[src/rtl/bsg_link_packet_concentrator.sv]
// Packet-aware N:1 ready-and concentrator: arbitrates headers, locks onto the
// granted channel for the body flits, and buffers the merged stream in a 2-entry FIFO.
//
// state  | meaning
// IDLE   | arbitrate among valid channels for the next header flit
// LOCKED | forward body flits of the granted channel only

module bsg_link_packet_concentrator #(
   parameter  int flit_width_p = 64,
   parameter  int num_in_p     = 3,
   parameter  int len_width_p  = 4,
   parameter  int arb_mode_p   = 0,
   localparam int cid_width_lp = (num_in_p > 1) ? $clog2(num_in_p) : 1
) (
   input  logic                             clk_i,
   input  logic                             reset_n_i,
   input  logic [num_in_p-1:0]              v_i,
   input  logic [num_in_p*flit_width_p-1:0] data_i,
   output logic [num_in_p-1:0]              ready_and_o,
   output logic                             v_o,
   output logic [flit_width_p-1:0]          data_o,
   output logic [cid_width_lp-1:0]          cid_o,
   input  logic                             ready_and_i,
   output logic                             locked_o,
   output logic [cid_width_lp-1:0]          grant_o
);

   typedef enum logic {ST_IDLE = 1'b0, ST_LOCKED = 1'b1} state_t;

   localparam int entry_width_lp = cid_width_lp + flit_width_p;

   state_t                    r_state, w_state_nxt;
   logic [cid_width_lp-1:0]   r_rr_ptr, r_grant;
   logic [cid_width_lp-1:0]   w_winner, w_sel, w_rr_nxt;
   logic [len_width_p-1:0]    r_remaining, w_len;
   logic [num_in_p-1:0]       w_ready;
   logic [flit_width_p-1:0]   w_flit;
   logic                      w_any_v, w_push, w_pop, w_space;

   logic [entry_width_lp-1:0] r_mem [2];
   logic                      r_wr_ptr, r_rd_ptr;
   logic [1:0]                r_count;

   // Output FIFO; a full FIFO still takes a flit when the head leaves this cycle.
   assign w_pop            = v_o & ready_and_i;
   assign w_space          = (r_count != 2'd2) | w_pop;
   assign v_o              = (r_count != 2'd0);
   assign {cid_o, data_o}  = r_mem[r_rd_ptr];

   always_ff @(posedge clk_i) begin
      if (w_push) begin
         r_mem[r_wr_ptr] <= {w_sel, w_flit};
      end
   end

   always_ff @(posedge clk_i) begin
      if (!reset_n_i) begin
         r_wr_ptr <= 1'b0;
         r_rd_ptr <= 1'b0;
         r_count  <= 2'd0;
      end else begin
         if (w_push) begin
            r_wr_ptr <= ~r_wr_ptr;
         end
         if (w_pop) begin
            r_rd_ptr <= ~r_rd_ptr;
         end
         r_count <= r_count + {1'b0, w_push} - {1'b0, w_pop};
      end
   end

   // Scanning downward lets the lowest offset from the start point win.
   always_comb begin : p_arb
      int idx;
      idx      = 0;
      w_winner = '0;
      if (arb_mode_p == 1) begin
         for (int i = num_in_p - 1; i >= 0; i--) begin
            if (v_i[i]) begin
               w_winner = cid_width_lp'(i);
            end
         end
      end else begin
         for (int off = num_in_p - 1; off >= 0; off--) begin
            idx = int'(r_rr_ptr) + off;
            if (idx >= num_in_p) begin
               idx = idx - num_in_p;
            end
            if (v_i[idx]) begin
               w_winner = cid_width_lp'(idx);
            end
         end
      end
   end

   assign w_any_v  = |v_i;
   assign w_rr_nxt = (w_winner == cid_width_lp'(num_in_p - 1)) ? '0
                                                               : w_winner + cid_width_lp'(1);

   always_comb begin : p_ready
      w_sel   = r_grant;
      w_ready = '0;
      unique case (r_state)
         ST_IDLE: begin
            w_sel = w_winner;
            if (w_any_v) begin
               w_ready[w_winner] = w_space;
            end
         end
         ST_LOCKED: begin
            w_ready[r_grant] = w_space;
         end
         default: begin
            w_ready = '0;
         end
      endcase
   end

   assign ready_and_o = reset_n_i ? w_ready : '0;
   assign w_push      = |(v_i & ready_and_o);
   assign w_flit      = data_i[int'(w_sel)*flit_width_p +: flit_width_p];
   assign w_len       = w_flit[len_width_p-1:0];

   always_comb begin : p_next
      w_state_nxt = r_state;
      unique case (r_state)
         ST_IDLE: begin
            if (w_push && (w_len != '0)) begin
               w_state_nxt = ST_LOCKED;
            end
         end
         ST_LOCKED: begin
            if (w_push && (r_remaining == len_width_p'(1))) begin
               w_state_nxt = ST_IDLE;
            end
         end
         default: begin
            w_state_nxt = ST_IDLE;
         end
      endcase
   end

   always_ff @(posedge clk_i) begin
      if (!reset_n_i) begin
         r_state     <= ST_IDLE;
         r_rr_ptr    <= '0;
         r_grant     <= '0;
         r_remaining <= '0;
      end else begin
         r_state <= w_state_nxt;
         if (w_push) begin
            if (r_state == ST_IDLE) begin
               r_grant     <= w_winner;
               r_rr_ptr    <= w_rr_nxt;
               r_remaining <= w_len;
            end else begin
               r_remaining <= r_remaining - len_width_p'(1);
            end
         end
      end
   end

   assign locked_o = (r_state == ST_LOCKED);
   assign grant_o  = r_grant;

   ap_num_in : assert property (@(posedge clk_i) num_in_p >= 2);

   ap_hold : assert property (@(posedge clk_i) disable iff (!reset_n_i)
      (v_o && !ready_and_i) |=> (v_o && $stable(data_o) && $stable(cid_o)));

endmodule

[config.mk]
export PLATFORM = sky130hd
export DESIGN_NAME = bsg_link_packet_concentrator
export DESIGN_NICKNAME = d
export VERILOG_FILES = /design/src/rtl/bsg_link_packet_concentrator.sv
export SDC_FILE = /design/constraint.sdc
export NUM_CORES = 1
export LEC_CHECK = 0
export CORE_UTILIZATION = 42
export CTS_BUF_LIST = sky130_fd_sc_hd__clkbuf_4
export DETAILED_ROUTE_END_ITERATION = 12
export PLACE_DENSITY = 0.87
export SLEW_MARGIN = 0
export SYNTH_ARGS = -nofsm -noshare
export SYNTH_HDL_FRONTEND = slang
export SYNTH_SLANG_ARGS = --single-unit
[constraint.sdc]
create_clock -name clk_i -period 6.4 [get_ports clk_i]
set_input_delay 1.92 -clock clk_i [delete_from_list [all_inputs] [get_ports clk_i]]
set_output_delay 1.92 -clock clk_i [all_outputs]
set_load 0.02 [all_outputs]
==> results of run 1 <==
[state kept, by name (all words and copies together), names as in the netlist, named ones only]
name and cells:
r_mem 132, locked_o 1, r_count 2, r_wr_ptr 1, r_remaining 4, grant_o 2, r_rd_ptr 1, r_rr_ptr 2
[synth_stat cells (2+ instances only)]
| library cell | number |
|---|---|
| a211oi_1 | 2 |
| a21oi_1 | 7 |
| a21oi_2 | 2 |
| a22oi_1 | 2 |
| and2_1 | 4 |
| buf_2 | 9 |
| buf_4 | 5 |
| clkbuf_1 | 14 |
| dfxtp_1 | 14 |
| edfxtp_1 | 132 |
| ha_1 | 8 |
| inv_1 | 15 |
| mux2_2 | 67 |
| mux2i_1 | 62 |
| nand2_1 | 76 |
| nand2b_1 | 2 |
| nand3_1 | 5 |
| nand4_1 | 3 |
| nor2_1 | 10 |
| nor2_2 | 2 |
| nor2b_1 | 2 |
| nor3_1 | 8 |
| nor3b_1 | 2 |
| nor4_1 | 2 |
| o2111ai_1 | 2 |
| o211ai_1 | 3 |
| o21a_1 | 2 |
| o21ai_0 | 43 |
| o21ai_1 | 20 |
| o221ai_2 | 3 |
| o22ai_1 | 4 |
| o31ai_1 | 2 |
| or2_2 | 2 |
| or4_1 | 4 |
| xnor2_1 | 2 |
[cells by family after synthesis]
group	after synthesis
adders and majority gates	8
and+or+nand+nor	127
DFF	146
xor gates and xnor gates	3
muxes	129
AOI/OAI and AO/OA	104
buffers and inverters	45
[final timing paths]
| path | start | endpoint | cells after the start |
|---|---|---|---|
| worst max-delay path | v_i[2] | ready_and_o[2] | 7 |
| worst min-delay path | r_remaining[3]$_SDFFE_PN0N_ | r_remaining[3]$_SDFFE_PN0N_ | 2 |
| worst max register to register | r_rr_ptr[0]$_SDFFE_PN0P_ | r_mem[0][25]$_DFFE_PP_ | 10 |
| worst min register to register | r_remaining[3]$_SDFFE_PN0N_ | r_remaining[3]$_SDFFE_PN0N_ | 2 |
[report_power, final]
group          switching, µW  internal, µW  total, µW
clock network            326           234        561
logic                   1080           934       2010
registers                119          1410       1530
[metrics by stage]
| step | hold slack (ns) | power, µW | area (µm²) |
|---|---|---|---|
| 4_1_cts | 0.490 | 4140 | 10500 |
| 3_3_place_gp | 0.450 | 3510 | 10200 |
| 6_report | 0.488 | 4100 | 10500 |
| 3_5_place_dp | 0.472 | 3570 | 10200 |
| 2_1_floorplan | 0.436 | 2740 | 7230 |
| 5_1_grt | 0.523 | 4330 | 10500 |
[cell type report]
| cell class | count | share of cell area [%] |
|---|---|---|
| Timing Repair Buffer | 278 | 26.9 |
| Sequential cell | 146 | 40.6 |
| Inverter | 16 | 0.597 |
| Clock buffer | 18 | 1.29 |
| Clock inverter | 13 | 1.29 |
| Multi-Input combinational cell | 371 | 26.8 |
| Tap cell | 220 | 2.63 |
[worst register-to-register path: stages, from the launching register on]
cell and delay, ns:
dfxtp_1 0.41, inv_1 0.08, ha_1 0.35, nand2b_1 0.18, a2111o_1 0.49, o21ai_2 0.23
o211ai_1 0.22, o32ai_1 0.34, nor2_2 0.18, nor2_4 0.61, buf_12 0.29
[metal layers]
| layer | track usage [%] | part of all wire [%] | vias to the layer above | wire length (µm) |
|---|---|---|---|---|
| met2 | 37.3 | 51 | 277 | 9440 |
| met5 | 0 | 0 | - | 0 |
| met4 | 8.33 | 1.9 | 0 | 360 |
| li1 | - | - | 2650 | - |
| met3 | 6.93 | 9.3 | 30 | 1720 |
| met1 | 22.9 | 38 | 2621 | 7060 |
==> flow_metrics.tcl, run 1 <==
set metrics [dict create \
    status "finished, final reports clean" \
    drv_slew 0 \
    portBuffers 270 \
    num_antenna_cells 0 \
    grt_antenna_before_repair 0 \
    yosysUniqueCellTypes 55 \
    final_util_pct 62.7 \
    worstPathRequired_ns 4.48 \
    ir_worst_vdd_mv 0.218 \
    crit_chain "clkdlybuf4s50_1 -> inv_1 -> a2111o_1 -> o21ai_2 -> o211ai_1 -> inv_1 -> clkdlybuf4s50_1" \
    holdBufCountCts 0 \
    drtIter0Drc 321 \
    synth_area_leaders "edfxtp_1 55%, mux2_2 10%, mux2i_1 8.6%" \
    grtUsageTotal_pct 20.9 \
    avgRoutedWirePerCell_um 17.5 \
    syn_nets 768 \
    critPathBufInv 4 \
    grt_pass1_vias 5644 \
    initial_core_util_pct 43.3 \
    synth_edf_count 132 \
    clock_skew_ns 0.0182 \
    grt-ovfl-total 0 \
    vias 5578 \
    insertion_delay_ns 0.54 \
    yosys_warnings 0 \
    synth_mux_area_share_pct 19.0 \
    cts.clk_slew.worst_paths_ns 0.12 \
    synthAdderAreaFrac_pct 1.39 \
    rsz0062_at_grt "no" \
    hold_violations 0 \
    cts_root_buf "clkbuf_4" \
    place_ws_ns 0.278 \
    h-tree-depth 4 \
    crit_family "buffers and inverters" \
    cts_resized 0 \
    drc 0 \
    final_nets 1036 \
    coreArea_um2 16700 \
    syn-cell-area_um2 7220 \
    synthSimpleGateAreaFrac_pct 8.17 \
    synth_xor_area_share_pct 0.364 \
    slowest_stage "clkdlybuf4s50_1" \
    cts_tree "built" \
    synth_top_family_by_area "multiplexers" \
    p_per_area_nw_per_um2 392 \
    synth_top_area_share_pct 54.9 \
    ant_nets 0 \
    crit_type "primary input to primary output" \
    syn_avg_cell_area_um2 12.9 \
    finalNonFillerCells 1062 \
    critPathLaunchType "primary input" \
    end_kind "primary output" \
    wirelength_um 18600 \
    placedCellCount 1031 \
    worstMarginPinSlew_ns 0.906 \
    fp.dieH_um 133 \
    grt_pass1_wl_um 28200 \
    cts-buffers-inserted 17 \
    leakagePower_uw 0.00353 \
    die_x_um 133 \
    clock_sinks 146 \
    synthCells 562 \
    crit_path_max_fanout 6 \
    clock_path_buffers 2 \
    multi_input_area_um2 2810 \
    fin_ws_ns 0.208 \
    postCtsSetupRepairBufs 0 \
    setup_viol 0 \
    yosysTopAreaCell "edfxtp_1" \
    arrival_ns 4.27 \
    fmax_mhz 162 \
    grt_max_degree 67 \
    gp_congestion 0.875 \
    relSlewSlack_pct 39.3 \
    ys_seq_area_share_pct 58.7 \
    regToRegSetupSlack_ns 2.73 \
    finalCritPeriodShare_pct 96.7 \
    hp-class "register to register" \
    cap_viol_max_count 0 \
    drive_gt1_share_pct 15.4 \
    viasPerCell 5.25 \
    synth.ff_latch_count 146 \
    layout.cells.most_common "clkdlybuf4s50_1" \
    pin_count 271 \
    num_rows 47 \
    ys_async_sr_fraction_pct 0 \
    synth_top_flop_cell "edfxtp_1" \
    setup_tns_ns 0 \
    hpwl_um 13500 \
    first_pass_iters 5 \
    die_area_um2 17700 \
    slowest_delay_ns 0.60 \
    seq_area_um2 4250 \
    period_needed_ns 6.19 \
    syn_to_final_growth_pct 45.0 \
    synth_compound_area_share_pct 9.51 \
    layout_common_cells "270 x clkdlybuf4s50_1, 132 x edfxtp_1, 76 x nand2_1, 67 x mux2_2, 62 x mux2i_1" \
    fillers 1321 \
]
No activity file was read; power rests on OpenSTA's default activity.
==> run 2, diff against run 1 <==
- CORE_UTILIZATION: 42 -> 40
- CTS_BUF_LIST: sky130_fd_sc_hd__clkbuf_4 -> sky130_fd_sc_hd__clkbuf_16
- MAX_ROUTING_LAYER: unset -> met4
- PLACE_DENSITY: 0.87 -> 0.83
==> flow_metrics.tcl, run 2 (synthesis results as in run 1) <==
set metrics [dict create \
    die_x_um 136 \
    syn_to_final_growth_pct 48.6 \
    num_rows 48 \
    setup_tns_ns 0 \
    p_per_area_nw_per_um2 418 \
    reg.largest.list "r_mem (132), r_remaining (4)" \
    vias 5567 \
    critPathLaunchType "primary input" \
    avgRoutedWirePerCell_um 18.3 \
    final_nets 1037 \
    fmax_mhz 162 \
    drc 0 \
    fin_ws_ns 0.213 \
    clock_skew_ns 0.00848 \
    grtUsageTotal_pct 21.2 \
    die_area_um2 18600 \
    grt_pass1_wl_um 28500 \
    final_util_pct 61.4 \
    holdBufCountCts 0 \
    initial_core_util_pct 41.3 \
    ant_nets 0 \
    clock_sinks 146 \
    insertion_delay_ns 0.41 \
    postCtsSetupRepairBufs 0 \
    coreArea_um2 17500 \
    h-tree-depth 4 \
    hpwl_um 13900 \
    relSlewSlack_pct 30.0 \
    fp.dieH_um 136 \
    grt_pass1_vias 5444 \
    end_kind "primary output" \
    worstPathRequired_ns 4.48 \
    largest_reg_flops 132 \
    cts_resized 0 \
    cts-buffers-inserted 17 \
    arrival_ns 4.27 \
    largest-register "r_mem" \
    viasPerCell 5.21 \
    ir_worst_vdd_mv 0.223 \
    setup_viol 0 \
    hold_violations 0 \
    place_ws_ns 0.250 \
    cts_root_buf "clkbuf_16" \
    drtIter0Drc 401 \
    num_antenna_cells 0 \
    layout.cells.most_common "clkdlybuf4s50_1" \
    period_needed_ns 6.19 \
    pin_count 271 \
    grt-ovfl-total 0 \
    drive_gt1_share_pct 15.4 \
    first_pass_iters 5 \
    grt_max_degree 67 \
    cap_viol_max_count 0 \
    leakagePower_uw 0.00364 \
    status "finished, final reports clean" \
    cts.clk_slew.worst_paths_ns 0.06 \
    wirelength_um 19500 \
    grt_antenna_before_repair 0 \
    gp_congestion 0.881 \
    drv_slew 0 \
    crit_path_max_fanout 5 \
    layout_common_cells "270 x clkdlybuf4s50_1, 132 x edfxtp_1, 76 x nand2_1, 67 x mux2_2, 62 x mux2i_1" \
    fin_area_um2 10700 \
    finalCritPeriodShare_pct 96.7 \
    hp-class "register to register" \
    portBuffers 270 \
    clock_path_buffers 2 \
    crit_type "primary input to primary output" \
    rsz0062_at_grt "no" \
    worstMarginPinSlew_ns 1.05 \
    worst_hold_slack_ns 0.478 \
    cts_tree "built" \
    place_area_um2 10200 \
]
## run 2: changes by cell type in the layout (fill, tap and decap cells not counted), sizes merged
cell      previous run  this run
buf                  8         9
inv                 19        18
clkbuf              18        17
clkinvlp             2         5
## run 2: cell type report
type                       count  area [µm²]
tap                          225         282
clock buffer                  17         425
inverter                      16        62.6
timing repair buffer         279        2770
clock inverter                15         143
fill                        1372        6740
sequential                   146        4250
multi-input combinational    371        2810
## run 2: worst max-delay path, cell delays in order
cell and delay, ns:
clkdlybuf4s50_1 0.51, nor2b_1 0.19, a2111o_1 0.47, o21ai_2 0.24, o211ai_1 0.21, inv_1 0.12
clkdlybuf4s50_1 0.61
## run 2: path summary, 6_finish.rpt
path                            slack (ns)  cells past startpoint                   startpoint                     endpoint
worst max-delay path                  0.21                      7                       v_i[0]               ready_and_o[2]
worst min-delay path                  0.48                      2  r_remaining[1]$_SDFFE_PN0N_  r_remaining[1]$_SDFFE_PN0N_
worst min register to register        0.48                      2  r_remaining[1]$_SDFFE_PN0N_  r_remaining[1]$_SDFFE_PN0N_
worst max register to register        2.63                     11     r_rr_ptr[0]$_SDFFE_PN0P_       r_mem[0][46]$_DFFE_PP_
## run 2: through the flow
stage / power (µW) / cells
4_1_cts: 4520 / 1069
5_1_grt: 4700 / 1069
6_report: 4480 / 1069
2_1_floorplan: 2740 / 562
3_5_place_dp: 3560 / 1037
3_3_place_gp: 3520 / 1037
## run 2: power by group
| group | internal, µW | leakage, µW | switching (µW) |
|---|---|---|---|
| sequential | 1420 | 0.00133 | 121 |
| clock | 568 | 0.000270 | 377 |
| combinational | 913 | 0.00205 | 1090 |
| total | 2900 | 0.00364 | 1580 |
## run 2: routing by layer
| metal | wire, µm | global-route usage, % | vias up |
|---|---|---|---|
| li1 | - | - | 2652 |
| met4 | 231 | 6.98 | 0 |
| met5 | 0 | - | - |
| met2 | 9810 | 36.7 | 237 |
| met3 | 1660 | 5.37 | 21 |
| met1 | 7820 | 23.8 | 2657 |
==> run 3, diff against run 2 <==
- SLEW_MARGIN: 0 -> 10
==> results of run 3 <==
Final layout, timing and power as in run 2 (identical DEF).
